File: src/rtl/instr_fetch.sv
// Instruction fetch unit: drives the ROM from fetch_pc, queues returned words
// with their addresses and presents the queue head to decode; redirect flushes.
module instr_fetch #(
  parameter int             IW       = 9,
  parameter int             AW       = 16,
  parameter int             DEPTH    = 4,
  parameter logic [AW-1:0]  RESET_PC = '0
) (
  input  logic          clk,
  input  logic          reset,
  input  logic          redirect,
  input  logic [AW-1:0] redirect_pc,
  output logic          imem_rd,
  output logic [AW-1:0] imem_addr,
  input  logic [IW-1:0] imem_data,
  output logic          inst_valid,
  output logic [IW-1:0] inst,
  output logic [AW-1:0] inst_pc,
  input  logic          inst_ready
);

  localparam int PW = $clog2(DEPTH);
  localparam int CW = PW + 1;

  logic [AW-1:0] fetch_pc;
  logic [AW-1:0] req_pc;
  logic          inflight;
  logic [IW-1:0] q_inst [DEPTH];
  logic [AW-1:0] q_pc   [DEPTH];
  logic [PW-1:0] rd_ptr;
  logic [PW-1:0] wr_ptr;
  logic [CW-1:0] count;
  logic [CW-1:0] credit;
  logic          push;
  logic          pop;

  // Credit counts the pre-pop occupancy plus the outstanding read, so a
  // response always has a free slot even if decode stalls meanwhile.
  assign credit     = count + CW'(inflight);
  assign imem_rd    = !reset && !redirect && (credit < CW'(DEPTH));
  assign imem_addr  = fetch_pc;
  assign inst_valid = !reset && !redirect && (count != '0);
  assign inst       = q_inst[rd_ptr];
  assign inst_pc    = q_pc[rd_ptr];
  assign pop        = inst_valid && inst_ready;
  assign push       = inflight && !redirect;

  always_ff @(posedge clk or posedge reset) begin
    if (reset) begin
      fetch_pc <= RESET_PC;
      req_pc   <= '0;
      inflight <= 1'b0;
      rd_ptr   <= '0;
      wr_ptr   <= '0;
      count    <= '0;
      for (int i = 0; i < DEPTH; i++) begin
        q_inst[i] <= '0;
        q_pc[i]   <= '0;
      end
    end else if (redirect) begin
      // Keep rd_ptr so the (now invalid) head outputs stay stable.
      wr_ptr   <= rd_ptr;
      count    <= '0;
      inflight <= 1'b0;
      fetch_pc <= redirect_pc;
    end else begin
      if (imem_rd) begin
        fetch_pc <= fetch_pc + AW'(1);
        req_pc   <= fetch_pc;
        inflight <= 1'b1;
      end else begin
        inflight <= 1'b0;
      end

      if (push) begin
        q_inst[wr_ptr] <= imem_data;
        q_pc[wr_ptr]   <= req_pc;
        wr_ptr         <= wr_ptr + PW'(1);
      end

      if (pop) begin
        rd_ptr <= rd_ptr + PW'(1);
      end

      if (push && !pop) begin
        count <= count + CW'(1);
      end else if (pop && !push) begin
        count <= count - CW'(1);
      end
    end
  end

  a_no_overflow : assert property (@(posedge clk) disable iff (reset)
    push |-> (count < CW'(DEPTH)));

endmodule
File: config.mk
export PLATFORM = sky130hd
export DESIGN_NAME = instr_fetch
export DESIGN_NICKNAME = d
export VERILOG_FILES = /design/src/rtl/instr_fetch.sv
export SDC_FILE = /design/constraint.sdc
export NUM_CORES = 1
export LEC_CHECK = 0
export ABC_AREA = 1
export CORE_ASPECT_RATIO = 0.7
export CORE_MARGIN = 1.5
export CORE_UTILIZATION = 56
export DETAILED_ROUTE_END_ITERATION = 10
export GPL_TIMING_DRIVEN = 0
export PLACE_DENSITY = 0.89
export SYNTH_ARGS = -nofsm -noshare
export SYNTH_HDL_FRONTEND = slang
export SYNTH_SLANG_ARGS = --single-unit
File: constraint.sdc
create_clock -name clk -period 5.5 [get_ports clk]
set_clock_uncertainty 0.15 [all_clocks]
set_input_delay 1.1 -clock clk [delete_from_list [all_inputs] [get_ports clk]]
set_output_delay 1.1 -clock clk [all_outputs]
set_load 0.005 [all_outputs]
After elaboration in Yosys (flattened, before gate mapping)
Index checks and enable logic that the tools add are counted.
- input port bits: 29
- register bits after elaboration: 140
- word-level logic and storage cells: 67
- muxes and demuxes: 21
- add/subtract/negate cells: 6
- bitwise gates (word level): 3
- reduce and logical (&&, ||, !) cells: 19
- magnitude comparators: 4
- operators by type and width (cell ; count):
    16-bit 2-to-1 mux ; 5
    64-bit bitwise mux ; 1
    36-bit bitwise mux ; 1
    16-bit binary-select mux with 2-bit select ; 1
    16-bit demux with 2-bit select ; 1
    9-bit 2-to-1 mux ; 3
    9-bit binary-select mux with 2-bit select ; 1
    9-bit demux with 2-bit select ; 1
    16-bit by 1-bit adder with 16-bit output, second input constant ; 1
    3-bit 2-to-1 mux ; 3
    1-bit logical AND ; 8
    3-bit >= comparator, second input constant ; 2
    2-bit inverter with 3-bit output ; 2
    2-bit AND reduction ; 3
    3-bit nonzero test ; 2
    2-bit by 1-bit adder with 2-bit output, second input constant ; 2
    1-bit zero test ; 4
    2-bit 2-to-1 mux ; 2
    2-bit nonzero test ; 2
    3-bit by 1-bit adder with 3-bit output ; 1
    3-bit by 1-bit adder with 3-bit output, second input constant ; 1
    3-bit by 1-bit < comparator with 1-bit output, second input constant ; 1
    3-bit < comparator, second input constant ; 1
    3-bit by 1-bit subtractor with 3-bit output, second input constant ; 1
    2 further kinds ; 3

Longest topological paths before layout
Gate-level depths: netlist (run 1).
- depth in word-level cells: 8
- depth in mapped cells: 11
- mapped depth without buffers: 11

Least setup slack after synthesis (run 1)
No wires, ideal clock.
- path kind: in2out
- start point: in redirect
- end point: out imem_rd
- arrival time: 1.550 ns
- stages: 4
- path buffers: 1
- setup slack: 2.700 ns
- data required time: 4.250 ns
- cell sequence: nor2_4 > nand3_2 > clkbuf_1 > inv_1
- cells in the longest elaborated chain, start to end: 3
- ends and longest elaborated chain (item ; RTL line ; text):
    from (decl) ; 11 ; input logic redirect,
    1-bit zero test ; 40 ; assign imem_rd = !reset && !redirect && (credit < CW'(DEPTH));
    1-bit logical AND (2 in series) ; 40 ;
    to (decl) ; 13 ; output logic imem_rd,
No other way between the ends.

Final worst setup path (run 1)
Ends and elaborated chain as after synthesis.

==> results of run 1 <==
==> synth_stat cells <==
cell and count:
nand2_1 207, o21ai_0 165, dfrtp_1 140, nor2_1 68, inv_1 56, nand3_1 34
o22ai_1 25, clkbuf_1 22, buf_2 18, o21ai_1 7, nand4_1 6, ha_1 5
xor2_1 5, buf_4 2, buf_6 2, inv_2 2, nand3_2 2, nor2_4 2
o211ai_1 2, a21oi_1 1, and2_1 1, clkinv_1 1, fa_1 1, inv_4 1
nand2_2 1, nand3b_1 1, nor2_2 1, nor3_1 1
==> stage by stage <==
step | utilization | TNS, ns
final | 0.7149 | 0
after global routing | 0.7149 | 0
after CTS | 0.7149 | 0
after detailed placement | 0.6630 | 0
after global placement | 0.6601 | -183.72
after floorplan | - | 0
==> layout make-up <==
class	count	area [µm²]
Clock buffer	19	432.9
Clock inverter	13	142.6
Fill cell	819	3162
Timing Repair Buffer	72	738.2
Tap cell	153	191.4
Buffer	44	210.2
Sequential cell	140	3503
Multi-Input combinational cell	535	2477
Inverter	60	232.7
==> power by group <==
part	leakage (nW)	switching, mW	total [mW]	internal (mW)
clock network	0.266	0.460	1.13	0.669
registers	1.80	0.224	1.62	1.40
logic	1.63	0.823	1.51	0.690
total	3.69	1.51	4.27	2.76
==> layer usage <==
layer,up-vias,GRT usage,share of wire
met5,-,0,0
met4,0,0.1300,0.023
met3,42,0.07221,0.082
met2,320,0.4620,0.46
met1,2892,0.4432,0.43
li1,2725,-,-
==> worst min-delay path, cell delays in order (launching register included) <==
cell and delay, ns:
dfrtp_1 0.34, nand2_1 0.05, o21ai_0 0.06
==> sequential cells by signal, indices dropped and copies added (netlist names) <==
register,cells
rd_ptr,2
q_pc,64
wr_ptr,2
imem_addr,16
req_pc,16
q_inst,36
inflight,1
count,3
==> cell families (layout without fill, tap and decap cells) <==
family / count (synthesis) / after routing
buffers and inverters: 104 / 208
xor gates and xnor gates: 5 / 5
AOI/OAI and AO/OA: 200 / 200
adders and majority gates: 6 / 6
and+or+nand+nor: 324 / 324
DFF: 140 / 140
==> final timing paths <==
| check | to |
|---|---|
| max in group asynchronous | q_pc[60]$_DFFE_PP0P_ |
| max | imem_rd |
| min reg2reg | q_pc[44]$_DFFE_PP0P_ |
| min | q_pc[44]$_DFFE_PP0P_ |
| max reg2reg | count[2]$_DFFE_PP0P_ |
| min in group asynchronous | q_pc[3]$_DFFE_PP0P_ |
==> results.cfg, run 1 <==
[yosys]
synth.top_cell.area_share = 0.5458
netlist_top_cells_area = dfrtp_1 (55%), o21ai_0 (13%), nand2_1 (12%), nor2_1 (4.0%), inv_1 (3.3%)
synthCells = 779
synth_top_family_by_area = simple AND/OR/NAND/NOR gates
synth-seq-cells = 140
ys_seq_area_frac = 0.5458
ys_types = 28
syn_nets = 814
synth_area_mm2 = 0.006419
yosysWarnings = 0
synth_compound_area_frac = 0.1616
synth_mux_area_frac = 0
synth_xor_area_frac = 0.006823
synth_top_cell_by_area = dfrtp_1
synthAdderAreaFrac = 0.01287
postSynthAreaPerCell_um2 = 8.240
synth-simple-area-share = 0.2047

[global_route]
grt_max_degree = 77
antenna_found_initial = 0
grt_pass1_wl_um = 28460
grt_overflow = 0
grt_use_total = 0.3119
grt_pass1_vias = 5822

[drt]
drt_iter0_drc = 608
firstDrtPassIters = 5
routed_wl_um = 17500
vias = 5979
wl_per_cell_um = 16.89
routed_via_density = 5.771
drcViolationCount = 0
postRouteAntennaNets = 0

[final_layout]
layout.cells.non_filler = 1036
layout.nets = 905
post-route-cell-area_mm2 = 0.007929
final_common_cell = nand2_1
final_layout_size_suffix_gt1_frac = 0.07135
final_cell_mix = nand2_1 (207), o21ai_0 (165), dfrtp_1 (140), clkdlybuf4s50_1 (71), nor2_1 (68)
antenna_cells = 0
area_growth_pct = 23.53

[sta]
fmax_ghz = 0.2389
maxSlewViolCount = 0
setup_violations = 0
hold_violations = 0
period_minus_slack_ns = 4.186
holdWs_ns = 0.3291
tightest_slew_ns = 0.6861
setup_ws_ns = 1.314
rsz0062_at_grt = false
slew_headroom = 0.5426
min_period_over_period = 0.7611

[setup_path]
r2r_cells = 11
r2r_start = count[2]$_DFFE_PP0P_
cp.arrival_ns = 2.94
cp-startpoint = redirect
critical-path-max-stage-delay_ns = 0.67
r2r_slack_ns = 3.40
endpoint_kind = primary output
crit_buf_inv = 4
crit_chain = clkdlybuf4s50_1 -> nor2_4 -> nand3_2 -> clkbuf_1 -> inv_1 -> clkdlybuf4s50_1
path_delay_family = buffers and inverters
cp_num_cells = 6
path_class = in -> out
critPathMostFrequentCell = clkdlybuf4s50_1
critPathSlowestCell = clkdlybuf4s50_1
required_ns = 4.25
worstPathMaxFanout = 10
startpoint_type = primary input

[clock_tree]
cts_resized = 0
cts_buffers = 17
h-tree-depth = 4
clock_sinks = 140
cts_buffer_depth = 2
clockRootBuffer = clkbuf_16
cts_tree = yes
clock_latency_ns = 0.43
cts_setup_buffers = 0
clk_pin_slew_ns = 0.06
holdBufCountCts = 0

[min_path]
hp-class = reg -> reg
hp-start = q_pc[44]$_DFFE_PP0P_
hold_depth = 2

[placement]
io_buffer_count = 71
pre_cts_ws_ns = 1.330
hpwl_um = 11430
dp_cells = 1004
postPlaceCellArea_mm2 = 0.007353
place_congestion = 0.9711

[flow_run]
timing.max_cap.violations = 0

[die]
die_w_um = 131.0
fp.dieH_um = 92.58
die-area_mm2 = 0.01212
io_pins = 72
core-area_mm2 = 0.01109
fp-row-count = 32
start_util = 0.5787

[outcome]
status = completed

[power]
finalPower_mw = 4.266
p_leak_nw = 3.691
pwr_density_cell_mw_per_mm2 = 538.1
peakVddDrop_mv = 0.3459
Power figures use the tool's default switching activity.
==> run 2: changes to the inputs <==
CORE_UTILIZATION = 51   (was 56)
PLACE_DENSITY = 0.86   (was 0.89)
clock period = 3.7 ns   (was 5.5 ns; I/O delays follow)
==> run 2 against run 1 <==
  * Die area is 9.5% higher
  * Worst hold slack better by 0.0036 ns
  * Non-clock buffer count is 3 higher
  * Sequential power is 49% higher
  * Register-to-register slack worse by 1.8 ns
  * Sequential share of layout area is 0.36 points lower
  * Worst setup slack worse by 1.1 ns
  * First-iteration DRC count is 6.9% lower
  * Cell count is 1.1% higher
  * Wire length is 0.55% lower
  * Highest routed layer unchanged
==> results.cfg, run 2 (synthesis results as in run 1) <==
[final_layout]
layout.nets = 908
area_growth_pct = 24.54
final_layout_size_suffix_gt1_frac = 0.07119
antenna_cells = 0
final_common_cell = nand2_1
regArea_mm2 = 0.003503
largest_reg_flops = 64
reg_top3 = q_pc: 64 flops, q_inst: 36 flops
final_cell_mix = nand2_1 (207), o21ai_0 (165), dfrtp_1 (140), clkdlybuf4s50_1 (71), nor2_1 (68)
multiInputGateArea_mm2 = 0.002477
top_register = q_pc
n_fill_cell = 997

[setup_path]
r2r_cells = 11
r2r_start = count[0]$_DFFE_PP0P_
path_class = reg -> out
crit_chain = inv_1 -> clkbuf_1 -> o21ai_0 -> o22ai_1 -> clkdlybuf4s50_1
r2r_slack_ns = 1.61
crit_buf_inv = 3
required_ns = 2.81
path_delay_family = buffers and inverters
endpoint_kind = primary output
critical-path-max-stage-delay_ns = 0.57
worstPathMaxFanout = 10
regToRegEndpoint = count[2]$_DFFE_PP0P_
cp.arrival_ns = 2.60
startpoint_type = flop
critPathSlowestCell = clkdlybuf4s50_1

[min_path]
hold_depth = 2
hp-class = reg -> reg
hp-start = q_pc[33]$_DFFE_PP0P_
min_to = q_pc[33]$_DFFE_PP0P_

[placement]
place_congestion = 0.8582
pre_cts_ws_ns = 0.3717
hpwl_um = 11530
io_buffer_count = 71

[sta]
min_period_over_period = 0.9422
tightest_slew_ns = 0.5955
hold_violations = 0
maxSlewViolCount = 0
rsz0062_at_grt = false
slew_headroom = 0.6030
setup_violations = 0
period_minus_slack_ns = 3.486
setup_ws_ns = 0.2138
fmax_ghz = 0.2868

[clock_tree]
cts_setup_buffers = 0
clockRootBuffer = clkbuf_16
clock_latency_ns = 0.42
holdBufCountCts = 0
cts_buffers = 17
clock_sinks = 140
cts_resized = 0
cts_tree = yes
cts_buffer_depth = 2
h-tree-depth = 4
clk_pin_slew_ns = 0.06

[global_route]
grt_overflow = 0
grt_pass1_wl_um = 28940
use_met2 = 0.4155
met3_usage = 0.08386
grt_pass1_vias = 5757
grt_max_degree = 38
busiest_layer = met2
met1_usage = 0.4048
antenna_found_initial = 0
grt_use_total = 0.2836

[drt]
firstDrtPassIters = 5
routed_wl_um = 17400
postRouteAntennaNets = 0
drt_iter0_drc = 566
drcViolationCount = 0
vias = 5898
wl_per_cell_um = 16.62
routed_via_density = 5.633

[power]
finalPower_mw = 6.334
p_clk_frac = 0.264
pwr_density_cell_mw_per_mm2 = 792.4
p_seq_frac = 0.381
p_sw_frac = 0.3445
pwr-share-comb = 0.355
power_switching_mw = 2.182
peakVddDrop_mv = 0.5095
p_int_mw = 4.152
p_leak_nw = 3.732

[die]
core-area_mm2 = 0.01234
fp-row-count = 34
fp.dieH_um = 96.86
start_util = 0.5203
die-area_mm2 = 0.01328
io_pins = 72
die_w_um = 137.1

[flow_run]
timing.max_cap.violations = 0

[outcome]
status = completed
## run 2: cell count changes in the layout (fill, tap and decap cells not counted)
cell        before  now
clkinv_4         2    1
clkbuf_1        24   26
buf_12           0    3
clkinv_2         2    4
inv_6            3    0
clkinvlp_4       5    1
clkbuf_8         0    3
## run 2: worst max path at each step
stage / start / end / cells past startpoint
after CTS: rd_ptr[1]$_DFFE_PP0P_ / inst_pc[13] / 5
after floorplan: reset / count[0]$_DFFE_PP0P_ / 1
final: rd_ptr[1]$_DFFE_PP0P_ / inst_pc[13] / 5
after global placement: reset / q_pc[44]$_DFFE_PP0P_ / 2
after detailed placement: redirect / imem_rd / 6
after global routing: rd_ptr[1]$_DFFE_PP0P_ / inst_pc[13] / 5
## run 2: worst register-to-register path, delay by kind of cell, from the launching register on
kind                       cells  cell delay, ns
adders and majority gates      1            0.37
buffers and inverters          1            0.07
xor gates and xnor gates       1            0.21
and+or+nand+nor                8            0.79
DFF                            1            0.42
## run 2: area by class of cell
type | instances | area share
Tap cell | 162 | 0.02536
Clock buffer | 24 | 0.06026
Buffer | 44 | 0.02630
Sequential cell | 140 | 0.4383
Inverter | 60 | 0.02896
Timing Repair Buffer | 75 | 0.09986
Clock inverter | 7 | 0.01111
Multi-Input combinational cell | 535 | 0.3099
## run 2: power groups by stage
stage / Sequential, mW / Combinational (mW) / Clock (mW)
global route: 2.48 / 2.51 / 1.76
CTS: 2.40 / 2.24 / 1.68
floorplan: 2.33 / 1.23 / 0
detailed placement: 2.41 / 2.20 / 0
finish: 2.41 / 2.25 / 1.67
global placement: 2.39 / 2.13 / 0
## run 2: stage by stage
stage	utilization	std cells	hold WS [ns]	setup TNS (ns)	instance area (µm²)
floorplan	-	779	0.2978	0	6422
global placement	0.5946	1012	0.3096	-21.32	7336
finish	0.6480	1047	0.3327	0	7994
detailed placement	0.6017	1016	0.3178	0	7423
global route	0.6480	1047	0.3481	0	7994
CTS	0.6480	1047	0.3331	0	7994
## run 2: routing by layer
layer	wire [µm]	part of all wire
met1	7724	0.44
met2	7871	0.45
met3	1492	0.086
met4	311	0.018
met5	0	0
==> run 3: changes to the inputs <==
ABC_AREA = not set   (was 1)
SKIP_LAST_GASP = 1   (was not set)
==> run 3 against run 2 <==
  * Die area up 0.21%
  * Clock power about the same
  * Utilization down 0.29 points
  * First-iteration DRC count down 62%
  * Clock-buffer cell count up 1
  * Critical endpoint is now inst_pc[14]
  * Highest routed layer unchanged
==> results.cfg, run 3 <==
[setup_path]
regToRegEndpoint = count[2]$_DFFE_PP0P_
path_class = reg -> out
path_delay_family = buffers and inverters
crit_buf_inv = 3
startpoint_type = flop
r2r_cells = 7
critical-path-max-stage-delay_ns = 0.59
endpoint_kind = primary output
r2r_start = count[2]$_DFFE_PP0P_
cp_num_cells = 4
cp.arrival_ns = 2.70
worstPathMaxFanout = 10
critPathSlowestCell = buf_1
required_ns = 2.81
r2r_slack_ns = 1.31
crit_chain = clkbuf_1 -> buf_1 -> mux4_2 -> clkdlybuf4s50_1

[global_route]
grt_use_total = 0.2351
grt_pass1_vias = 4536
antenna_found_initial = 0
grt_max_degree = 43
grt_overflow = 0
grt_pass1_wl_um = 23600

[drt]
routed_via_density = 5.911
vias = 4256
drcViolationCount = 0
firstDrtPassIters = 4
drt_iter0_drc = 217
routed_wl_um = 14710
wl_per_cell_um = 20.42
postRouteAntennaNets = 0

[sta]
hold_violations = 0
fmax_ghz = 0.2782
slew_headroom = 0.5213
rsz0062_at_grt = false
tightest_slew_ns = 0.7069
tns_ns = 0
period_minus_slack_ns = 3.594
setup_violations = 0
min_period_over_period = 0.9715
maxSlewViolCount = 0
holdWs_ns = 0.3508

[yosys]
ys_seq_area_frac = 0.5446
synth-seq-cells = 140
synthTopCellsByCount = dfrtp_1 (140), mux2_2 (119), mux4_2 (25), nand2_1 (21), nor2_1 (17)
postSynthAreaPerCell_um2 = 14.20
ys_async_sr_fraction = 1.000
yosysWarnings = 0
synth_area_mm2 = 0.006432
synth_edf_count = 0
synth_top_cell_by_area = dfrtp_1
synth.top_cell.area_share = 0.5446
synthCells = 453
syn_nets = 488
synth_most_common_cell = dfrtp_1
ys_types = 39
netlist_top_cells_area = dfrtp_1 (54%), mux2_2 (21%), mux4_2 (8.8%), nand2_1 (1.2%), nand3_1 (1.1%)
ys.flop_type = dfrtp_1

[clock_tree]
clk_pin_slew_ns = 0.06
holdBufCountCts = 0
clockRootBuffer = clkbuf_16
cts_tree = yes
clock_sinks = 140
cts_buffer_depth = 2
h-tree-depth = 4
clock_latency_ns = 0.42
cts_buffers = 17

[min_path]
hold_depth = 1
min_to = q_pc[27]$_DFFE_PP0P_
hp-class = reg -> reg
hp-start = q_pc[27]$_DFFE_PP0P_

[die]
die-area_mm2 = 0.01331
die_w_um = 137.2
start_util = 0.5196
core-area_mm2 = 0.01238
io_pins = 72
fp.dieH_um = 96.96
fp-row-count = 34

[power]
p_int_mw = 4.492
pwr-share-comb = 0.333
pwr_density_cell_mw_per_mm2 = 776.0
p_sw_frac = 0.2751
p_leak_nw = 3.469
peakVddDrop_mv = 0.4401
p_seq_frac = 0.400
power_switching_mw = 1.705
p_clk_frac = 0.267
finalPower_mw = 6.197

[final_layout]
largest_reg_flops = 64
final_common_cell = dfrtp_1
final_cell_mix = dfrtp_1 (140), mux2_2 (119), clkdlybuf4s50_1 (71), mux4_2 (25), nand2_1 (21)
area_growth_pct = 24.14
reg_top3 = q_pc: 64 flops, q_inst: 36 flops
layout.nets = 581
top_register = q_pc
final_layout_size_suffix_gt1_frac = 0.3477
antenna_cells = 0

[placement]
io_buffer_count = 71
place_congestion = 0.8700
hpwl_um = 9914

[flow_run]
timing.max_cap.violations = 0

[outcome]
status = completed
-- run 3: cell types whose count changed after synthesis, sizes merged, moves of 7 or more --
cell    before  now
clkbuf      22    6
o21ai      172    5
o22ai       25    0
nor2b        0    7
nand2      208   21
inv         59   10
mux2         0  119
mux4         0   25
a31oi        0    7
nor2        71   17
or4          0    7
nand3       36   14
-- run 3: worst reg2reg max path, cell delays in order (launching register included) --
cell,delay [ns]
dfrtp_1,0.38
buf_6,0.15
o311ai_1,0.60
and2_1,0.25
fa_1,0.20
nor2b_1,0.06
mux2i_1,0.16
mux2_2,0.34
-- run 3: per-layer routing --
metal	global-route usage	part of all wire
met1	0.3239	0.44
met3	0.05451	0.052
met2	0.3780	0.49
met4	0.06154	0.011
met5	0	0
-- run 3: cells by family (layout without fill, tap and decap cells) --
logic type / after synthesis / count (layout) / synth area share
mux: 148 / 148 / 0.3021
compound gates: 27 / 27 / 0.02996
buf+inv: 38 / 143 / 0.02762
flops: 140 / 140 / 0.5446
fa+ha+maj: 6 / 6 / 0.01284
simple gates: 87 / 87 / 0.07042
xor+xnor: 7 / 7 / 0.01245
-- run 3: how the worst max path moves through the flow --
stage | startpoint | slack, ns | end
after floorplan | reset | 0.09 | imem_addr[8]$_DFFE_PP0P_
after global placement | reset | -1.15 | imem_addr[1]$_DFFE_PP0P_
after detailed placement | reset | 0.04 | imem_rd
after CTS | reset | 0.03 | imem_rd
after global routing | rd_ptr[1]$_DFFE_PP0P_ | 0.02 | inst[6]
final | rd_ptr[1]$_DFFE_PP0P_ | 0.11 | inst_pc[14]
-- run 3: area by class of cell --
cell class	count	area [µm²]
Inverter	12	48.80
Tap cell	162	202.7
Timing Repair Buffer	74	770.7
Clock inverter	6	86.33
Sequential cell	140	3503
Clock buffer	25	485.5
Multi-Input combinational cell	275	2754
Buffer	26	133.9
Fill cell	843	4394
-- run 3: power groups by stage --
| stage | Combinational (mW) | Clock [mW] | Sequential, mW |
|---|---|---|---|
| after CTS | 2.09 | 1.67 | 2.47 |
| after global routing | 2.23 | 1.73 | 2.55 |
| after floorplan | 1.28 | 0 | 2.34 |
| after detailed placement | 2.07 | 0 | 2.49 |
| final | 2.06 | 1.66 | 2.48 |
| after global placement | 1.99 | 0 | 2.41 |
-- run 3: repair_timing --
| item | in CTS | in global routing |
|---|---|---|
| setup buffers | 0 | 0 |
| gates resized for setup | 0 | 1 |
| endpoints found under the setup margin | 0 | 1 |
-- run 3: stage by stage --
step / util / instance area, µm² / setup WS, ns / std cells
3_3_place_gp: 0.5938 / 7351 / -1.148 / 686
6_report: 0.6450 / 7985 / 0.1055 / 720
2_1_floorplan: - / 6437 / 0.09030 / 453
5_1_grt: 0.6450 / 7985 / 0.02148 / 720
4_1_cts: 0.6448 / 7983 / 0.03316 / 720
3_5_place_dp: 0.5986 / 7411 / 0.03717 / 689
